$ cat config.mk
export PLATFORM = sky130hd
export DESIGN_NAME = configurable_serializer
export DESIGN_NICKNAME = d
export VERILOG_FILES = /design/src/rtl/serializer_pkg.sv /design/src/rtl/ser_bit_counter.sv /design/src/rtl/configurable_serializer.sv
export SDC_FILE = /design/constraint.sdc
export NUM_CORES = 1
export LEC_CHECK = 0
export CAP_MARGIN = 20
export CORE_UTILIZATION = 40
export CTS_CLUSTER_SIZE = 24
export DETAILED_ROUTE_END_ITERATION = 6
export PLACE_DENSITY_LB_ADDON = 0.3
export SLEW_MARGIN = 20
export SYNTH_ARGS = -nofsm -noshare
export SYNTH_HDL_FRONTEND = slang
export SYNTH_HIERARCHICAL = 1
export SYNTH_SLANG_ARGS = --single-unit
$ cat constraint.sdc
create_clock -name clk -period 2.4 [get_ports clk]
set_input_delay 0.24 -clock clk [delete_from_list [all_inputs] [get_ports clk]]
set_output_delay 0.24 -clock clk [all_outputs]
set_load 0.02 [all_outputs]
$ cat src/rtl/serializer_pkg.sv
// Shared types and helpers for the parallel-in / serial-out transmitter.
package serializer_pkg;

  typedef enum logic {
    IDLE  = 1'b0,
    SHIFT = 1'b1
  } ser_state_e;

  // Bit-counter width; clamped to 1 so a degenerate width still elaborates.
  function automatic int cnt_width(input int w);
    return (w <= 1) ? 1 : $clog2(w);
  endfunction

endpackage

$ cat src/rtl/ser_bit_counter.sv
// Counts bits already sent within a word; flags the final bit position.
module ser_bit_counter
  import serializer_pkg::*;
#(
  parameter int WIDTH = 32
) (
  input  logic clk,
  input  logic rst,
  input  logic en,
  input  logic clr,
  output logic tc
);

  localparam int CW = cnt_width(WIDTH);
  localparam logic [CW-1:0] LAST = CW'(WIDTH - 1);

  logic [CW-1:0] cnt_q;

  // Clear wins over enable so a reload on the final bit restarts at zero.
  always_ff @(posedge clk or posedge rst) begin
    if (rst)                cnt_q <= '0;
    else if (clr)           cnt_q <= '0;
    else if (en && !tc)     cnt_q <= cnt_q + CW'(1);
  end

  assign tc = (cnt_q == LAST);

endmodule

$ cat src/rtl/configurable_serializer.sv
// Word-in, bit-out transmitter with valid/ready on both sides and
// zero-bubble back-to-back words.
module configurable_serializer
  import serializer_pkg::*;
#(
  parameter int WIDTH     = 32,
  parameter bit LSB_FIRST = 1'b0
) (
  input  logic             clk,
  input  logic             rst,
  input  logic             load_valid,
  output logic             load_ready,
  input  logic [WIDTH-1:0] load_data,
  output logic             ser_valid,
  input  logic             ser_ready,
  output logic             ser_data,
  output logic             ser_last,
  output logic             busy
);

  ser_state_e       state_q, state_d;
  logic [WIDTH-1:0] shift_q;
  logic             tc;
  logic             bit_acc, load_acc;

  assign ser_valid  = (state_q == SHIFT);
  assign busy       = (state_q == SHIFT);
  assign ser_last   = (state_q == SHIFT) && tc;
  assign ser_data   = (state_q == SHIFT) &&
                      (LSB_FIRST ? shift_q[0] : shift_q[WIDTH-1]);
  // Depends only on state and ser_ready, never on load_valid.
  assign load_ready = (state_q == IDLE) || (ser_ready && ser_last);

  assign bit_acc  = ser_valid && ser_ready;
  assign load_acc = load_valid && load_ready;

  always_ff @(posedge clk or posedge rst) begin
    if (rst) state_q <= IDLE;
    else     state_q <= state_d;
  end

  always_comb begin
    state_d = state_q;
    case (state_q)
      IDLE:    if (load_valid) state_d = SHIFT;
      SHIFT:   if (bit_acc && tc && !load_valid) state_d = IDLE;
      default: state_d = IDLE;
    endcase
  end

  // Shift toward the output end, zero-filling the vacated bit.
  always_ff @(posedge clk or posedge rst) begin
    if (rst)                 shift_q <= '0;
    else if (load_acc)       shift_q <= load_data;
    else if (bit_acc && !tc) shift_q <= LSB_FIRST ? {1'b0, shift_q[WIDTH-1:1]}
                                                  : {shift_q[WIDTH-2:0], 1'b0};
  end

  ser_bit_counter #(.WIDTH(WIDTH)) u_cnt (
    .clk (clk),
    .rst (rst),
    .en  (bit_acc),
    .clr (load_acc),
    .tc  (tc)
  );

endmodule

Word level (Yosys, flattened, before mapping)
Index checks and enable logic that the tools add are counted.
Widths: inputs -> output; s select.
{ "word_totals": {"register_bits": 38, "latchBits": 0, "mem_count": 0, "word_cells": 25, "romBits": 0, "mem_bits_rw": 0, "input_bits": 36} }
{ "op_classes": {"muxes": 7, "bitwise": 1, "magnitude_cmp": 0, "multipliers": 0, "n_addsub": 1, "n_reduce_logical": 12, "div_mod_pow": 0, "n_eq_ne": 1, "shift": 0} }
{ "ops": {"columns": ["op", "n"], "rows": [
  ["$mux 32", 2],
  ["$mux 5", 2],
  ["$logic_and 1x1->1", 8],
  ["$add 5x1->5 const B", 1],
  ["$eq 5x5->1 const B", 1],
  ["$logic_not 1->1", 2],
  ["$mux 1", 2],
  ["$pmux 1 s2", 1],
  ["$reduce_bool 2->1", 1],
  ["$logic_or 1x1->1", 1],
  ["$not 1->1", 1]
]} }

Logic depth before layout (Yosys ltp)
Gate-level depths: netlist (run 1).
{ "depth": {"ltp_word": 6, "mapped_depth": 9} }

Modules after synthesis
The synthesis (run 1) kept the hierarchy.
{ "by_module_without_submodules": {"columns": ["module", "cells_per_inst", "instances", "area_each_um2", "seq_area_each_um2"], "rows": [
  ["configurable_serializer", 193, 1, 1849.3, 825.8],
  ["ser_bit_counter", 26, 1, 261.5, 125.1]
]} }

Least setup slack after synthesis (run 1)
No wires, ideal clock.
{ "synth_timing": {"path_type": "flip-flop to flip-flop", "from": "register u_cnt.cnt_q[0]", "to": "register shift_q[1]", "path_buffers": 3, "period_less_slack_ps": 2030, "path_stages_with_launch": 10, "setup_slack_ps": 370, "arrival_ps": 1919, "path_cell_list": "dfrtp_1 > ha_1 > and3_1 > ha_1 > buf_6 > nand2b_4 > and2_4 > buf_6 > buf_8 > a222oi_1"} }
{ "synth_via": {"elab_chain_len": 6, "word_cells_on_any_way": 9, "classes_between": "eq/ne: 1; mux: 1; reduce/logical: 7"} }
{ "synth_lines": {"columns": ["item", "line", "text"], "rows": [
  ["from (decl)", "ser_bit_counter.sv:17", "logic [CW-1:0] cnt_q;"],
  ["from (signal assigned)", "ser_bit_counter.sv:23", "else if (en && !tc) cnt_q <= cnt_q + CW'(1);"],
  ["$eq 5x5->1 *", "ser_bit_counter.sv:26", "assign tc = (cnt_q == LAST);"],
  ["net tc", "configurable_serializer.sv:23", "logic tc;"],
  ["$logic_and 1x1->1", "configurable_serializer.sv:28", "assign ser_last = (state_q == SHIFT) && tc;"],
  ["$logic_and 1x1->1", "configurable_serializer.sv:32", "assign load_ready = (state_q == IDLE) || (ser_ready && ser_last);"],
  ["$logic_or 1x1->1", "configurable_serializer.sv:32", null],
  ["$logic_and 1x1->1", "configurable_serializer.sv:35", "assign load_acc = load_valid && load_ready;"],
  ["$mux 32 / $reduce_bool 2->1 (equally long branches)", null, null],
  ["to (signal assigned)", "configurable_serializer.sv:54", "else if (load_acc) shift_q <= load_data;"],
  ["to (signal assigned)", "configurable_serializer.sv:55", "else if (bit_acc && !tc) shift_q <= LSB_FIRST ? {1'b0, shift_q[WIDTH-1:1]}"],
  ["to (decl)", "configurable_serializer.sv:22", "logic [WIDTH-1:0] shift_q;"]
]} }
Mark *: on every way through the listed nets, which the timed path passes. The rest lies on a longest branch.
A chain may end at the register's enable or synchronous reset.

Final worst setup path (run 1)
{ "layout_timing": {"from": "register u_cnt.cnt_q[0]", "to": "output port load_ready"} }
{ "layout_via": {"elab_chain_len": 4} }
{ "layout_lines": {"columns": ["item", "line", "text"], "rows": [
  ["$eq 5x5->1", "ser_bit_counter.sv:26", null],
  ["net tc", "configurable_serializer.sv:23", null],
  ["$logic_and 1x1->1", "configurable_serializer.sv:28", null],
  ["$logic_and 1x1->1", "configurable_serializer.sv:32", null],
  ["$logic_or 1x1->1", "configurable_serializer.sv:32", null],
  ["to (decl)", "configurable_serializer.sv:12", "output logic load_ready,"]
]} }
The timed path passes the listed nets, and every way through them passes these cells.

==> results of run 1 <==
## per-stage QoR
stage	util, %	setup slack, ps	area, um2
after floorplan	-	370	2110
after global placement	50.3	332	2570
final	52.1	288	2660
after global routing	52.1	187	2660
after detailed placement	50.3	310	2570
after CTS	52.0	38.0	2660
## final timing paths
check | from | to | slack (ps) | depth (start not counted)
setup / recovery | u_cnt/cnt_q[0]$_DFFE_PP0P_ | load_ready | 290 | 5
hold reg to reg | u_cnt/cnt_q[4]$_DFFE_PP0P_ | u_cnt/cnt_q[4]$_DFFE_PP0P_ | 550 | 2
max in group asynchronous | rst | shift_q[2]$_DFFE_PP0P_ | 1530 | 3
setup reg to reg | u_cnt/cnt_q[0]$_DFFE_PP0P_ | shift_q[12]$_DFFE_PP0P_ | 390 | 8
hold / removal | rst | u_cnt/cnt_q[0]$_DFFE_PP0P_ | 170 | 2
min in group clk | load_data[9] | shift_q[9]$_DFFE_PP0P_ | 520 | 3
## cell type report
type                    count  area share, %
well taps                  70           3.29
clock buffers               7           3.24
inverters                  38           5.36
clock inverters             1          0.188
repair buffers             50           18.4
flip-flops and latches     38           35.7
multi-input cells         124           33.8
## power groups by stage
stage               logic, W  registers, W  clock network, W
global placement    0.000558       0.00103                 0
floorplan           0.000436      0.000983                 0
detailed placement  0.000579       0.00103                 0
finish              0.000577       0.00102          0.000450
global route        0.000653       0.00105          0.000494
CTS                 0.000582       0.00102          0.000466
## critical path, stage by stage, from the launching register on
cell           delay (ps)
dfrtp_1               410
ha_1                  220
and3_1                190
ha_2                  210
a21bo_4               240
dlygate4sd2_1         320
## cell usage after synthesis
| library cell | n |
|---|---|
| dfrtp_1 | 38 |
| inv_1 | 37 |
| a222oi_1 | 17 |
| o22ai_1 | 17 |
| nor2_1 | 16 |
| o21ai_0 | 16 |
| nor3b_1 | 14 |
| o221a_2 | 14 |
| clkbuf_1 | 8 |
| nand2_1 | 6 |
| a21oi_1 | 5 |
| buf_2 | 5 |
| and2_1 | 3 |
| buf_6 | 3 |
| buf_4 | 2 |
| ha_1 | 2 |
| nand2b_1 | 2 |
| nand2b_4 | 2 |
| a21bo_4 | 1 |
| and2_4 | 1 |
| and2b_2 | 1 |
| and3_1 | 1 |
| buf_8 | 1 |
| inv_2 | 1 |
| nand2_4 | 1 |
| nand3_1 | 1 |
| nand3b_1 | 1 |
| or3_1 | 1 |
| xnor2_1 | 1 |
| xor2_1 | 1 |
## flip-flops by register name, indices dropped and copies added, names as in the netlist
name         count
u_cnt/cnt_q      5
busy             1
shift_q         32
## cell families after synthesis
family,after synthesis,share of synthesized area (%)
compound gates,70,26.3
flops,38,45.1
simple gates,50,14.2
xor+xnor,2,0.830
fa+ha+maj,2,1.19
buf+inv,57,12.4
## metal layers
metal | vias up | part of all wire (%) | track usage (%)
li1 | 871 | - | -
met1 | 835 | 46 | 25.2
met2 | 54 | 48 | 32.2
met3 | 9 | 4.4 | 4.42
met4 | 0 | 1.8 | 6.50
met5 | - | 0 | 0
==> impl_metrics.tcl, run 1 <==
set metrics [dict create \
    status "complete, no violations" \
    switchingPower_w 0.000627 \
    dp_hpwl_um 3240 \
    synth.area.top_cells "dfrtp_1 (45%), a222oi_1 (8.1%), o221a_2 (7.5%)" \
    routed_wl_um 4720 \
    place.gp.congestion 0.764 \
    sw_frac_of_total_pct 30.6 \
    grt_pass1_wl_um 8200 \
    dr.pass1.iters 6 \
    worstSkewPairLatency_ps 290 \
    criticalPathCategory "register to output pin" \
    cts_max_level 2 \
    die_h_um 74.6 \
    endpoint_kind "output pin" \
    p_leak_nw 1.19 \
    ys_seq_area_share_pct 45.1 \
    drive_above_1_share_pct 15.1 \
    worstPathRequired_ps 2160 \
    nets 295 \
    drc 0 \
    grt_max_degree 31 \
    vias 1769 \
    ys_types 30 \
    cts_setup_buffers 0 \
    hold_buffers 0 \
    synth-seq-cells 38 \
    synth_fp_nets 257 \
    n_fill_cell 493 \
    area_growth_pct 26.1 \
    grt_overflow_total 0 \
    num_io_pins 41 \
    rsz0062_at_grt "no" \
    final_antenna_net_count 0 \
    slew_violations 0 \
    antenna_found_initial 0 \
    cts-root-buf "clkbuf_8" \
    grt_pass1_vias 1722 \
    setup_violations 0 \
    fp.coreArea_mm2 0.00511 \
    peakVddDrop_uv 400 \
    worstMarginPinSlew_ps 610 \
    final.period_utilization_pct 88.0 \
    cts_resized 1 \
    p_clk_share_pct 22.0 \
    fin_crit_ps 2110 \
    die_area_mm2 0.00557 \
    fmax_ghz 0.474 \
    synth_top_area_share_pct 45.1 \
    multiInputGateArea_um2 901 \
    grt.total_usage_pct 19.4 \
    power_w 0.00205 \
    syn_inst 219 \
    ys_warn_count 6 \
    clock_sinks 38 \
    synth_area_mm2 0.00211 \
    cellPowerDensity_mw_per_mm2 768 \
    p_int_w 0.00142 \
    synth_area_leader_cell "dfrtp_1" \
    dp.cells 320 \
    cts_buffers 5 \
    cts.clk_slew.worst_paths_ps 70 \
    p_seq_share_pct 49.8 \
    mostFrequentLayoutCells "dfrtp_1 (38), clkdlybuf4s50_1 (38), inv_1 (37)" \
    vias_per_cell 5.39 \
    fin_setup_tns_ps 0 \
    core.rowCount 26 \
    slew_headroom_pct 59.3 \
    final_cell_count_no_fill 328 \
    arrival_ps 1870 \
    clockBufferDepth 2 \
    start_util_pct 41.3 \
    startpoint_type "register" \
    synth_area_per_cell_um2 9.64 \
    combPwrFrac_pct 28.2 \
    port_buffers 40 \
    antenna_cells 0 \
    drt_iter0_markers 191 \
    hold_viol 0 \
    cts_tree "built" \
    cp_max_fo 6 \
    seq_area_um2 951 \
    die_w_um 74.6 \
    min_path_type "primary input to async pin" \
    routedWlPerCell_um 14.4 \
    maxCapViolations 0 \
    holdWs_ps 174 \
    finalClockSkew_ps 5.77 \
]
Note: power is estimated with default switching activity, not from simulation.
==> inputs of run 2 (changes only) <==
--- a/config.mk
+++ b/config.mk
@@ -15,3 +15,4 @@
 export SYNTH_HDL_FRONTEND = slang
 export SYNTH_HIERARCHICAL = 1
 export SYNTH_SLANG_ARGS = --single-unit
+export TNS_END_PERCENT = 50
==> results of run 2 <==
Final layout, timing and power as in run 1 (identical DEF).
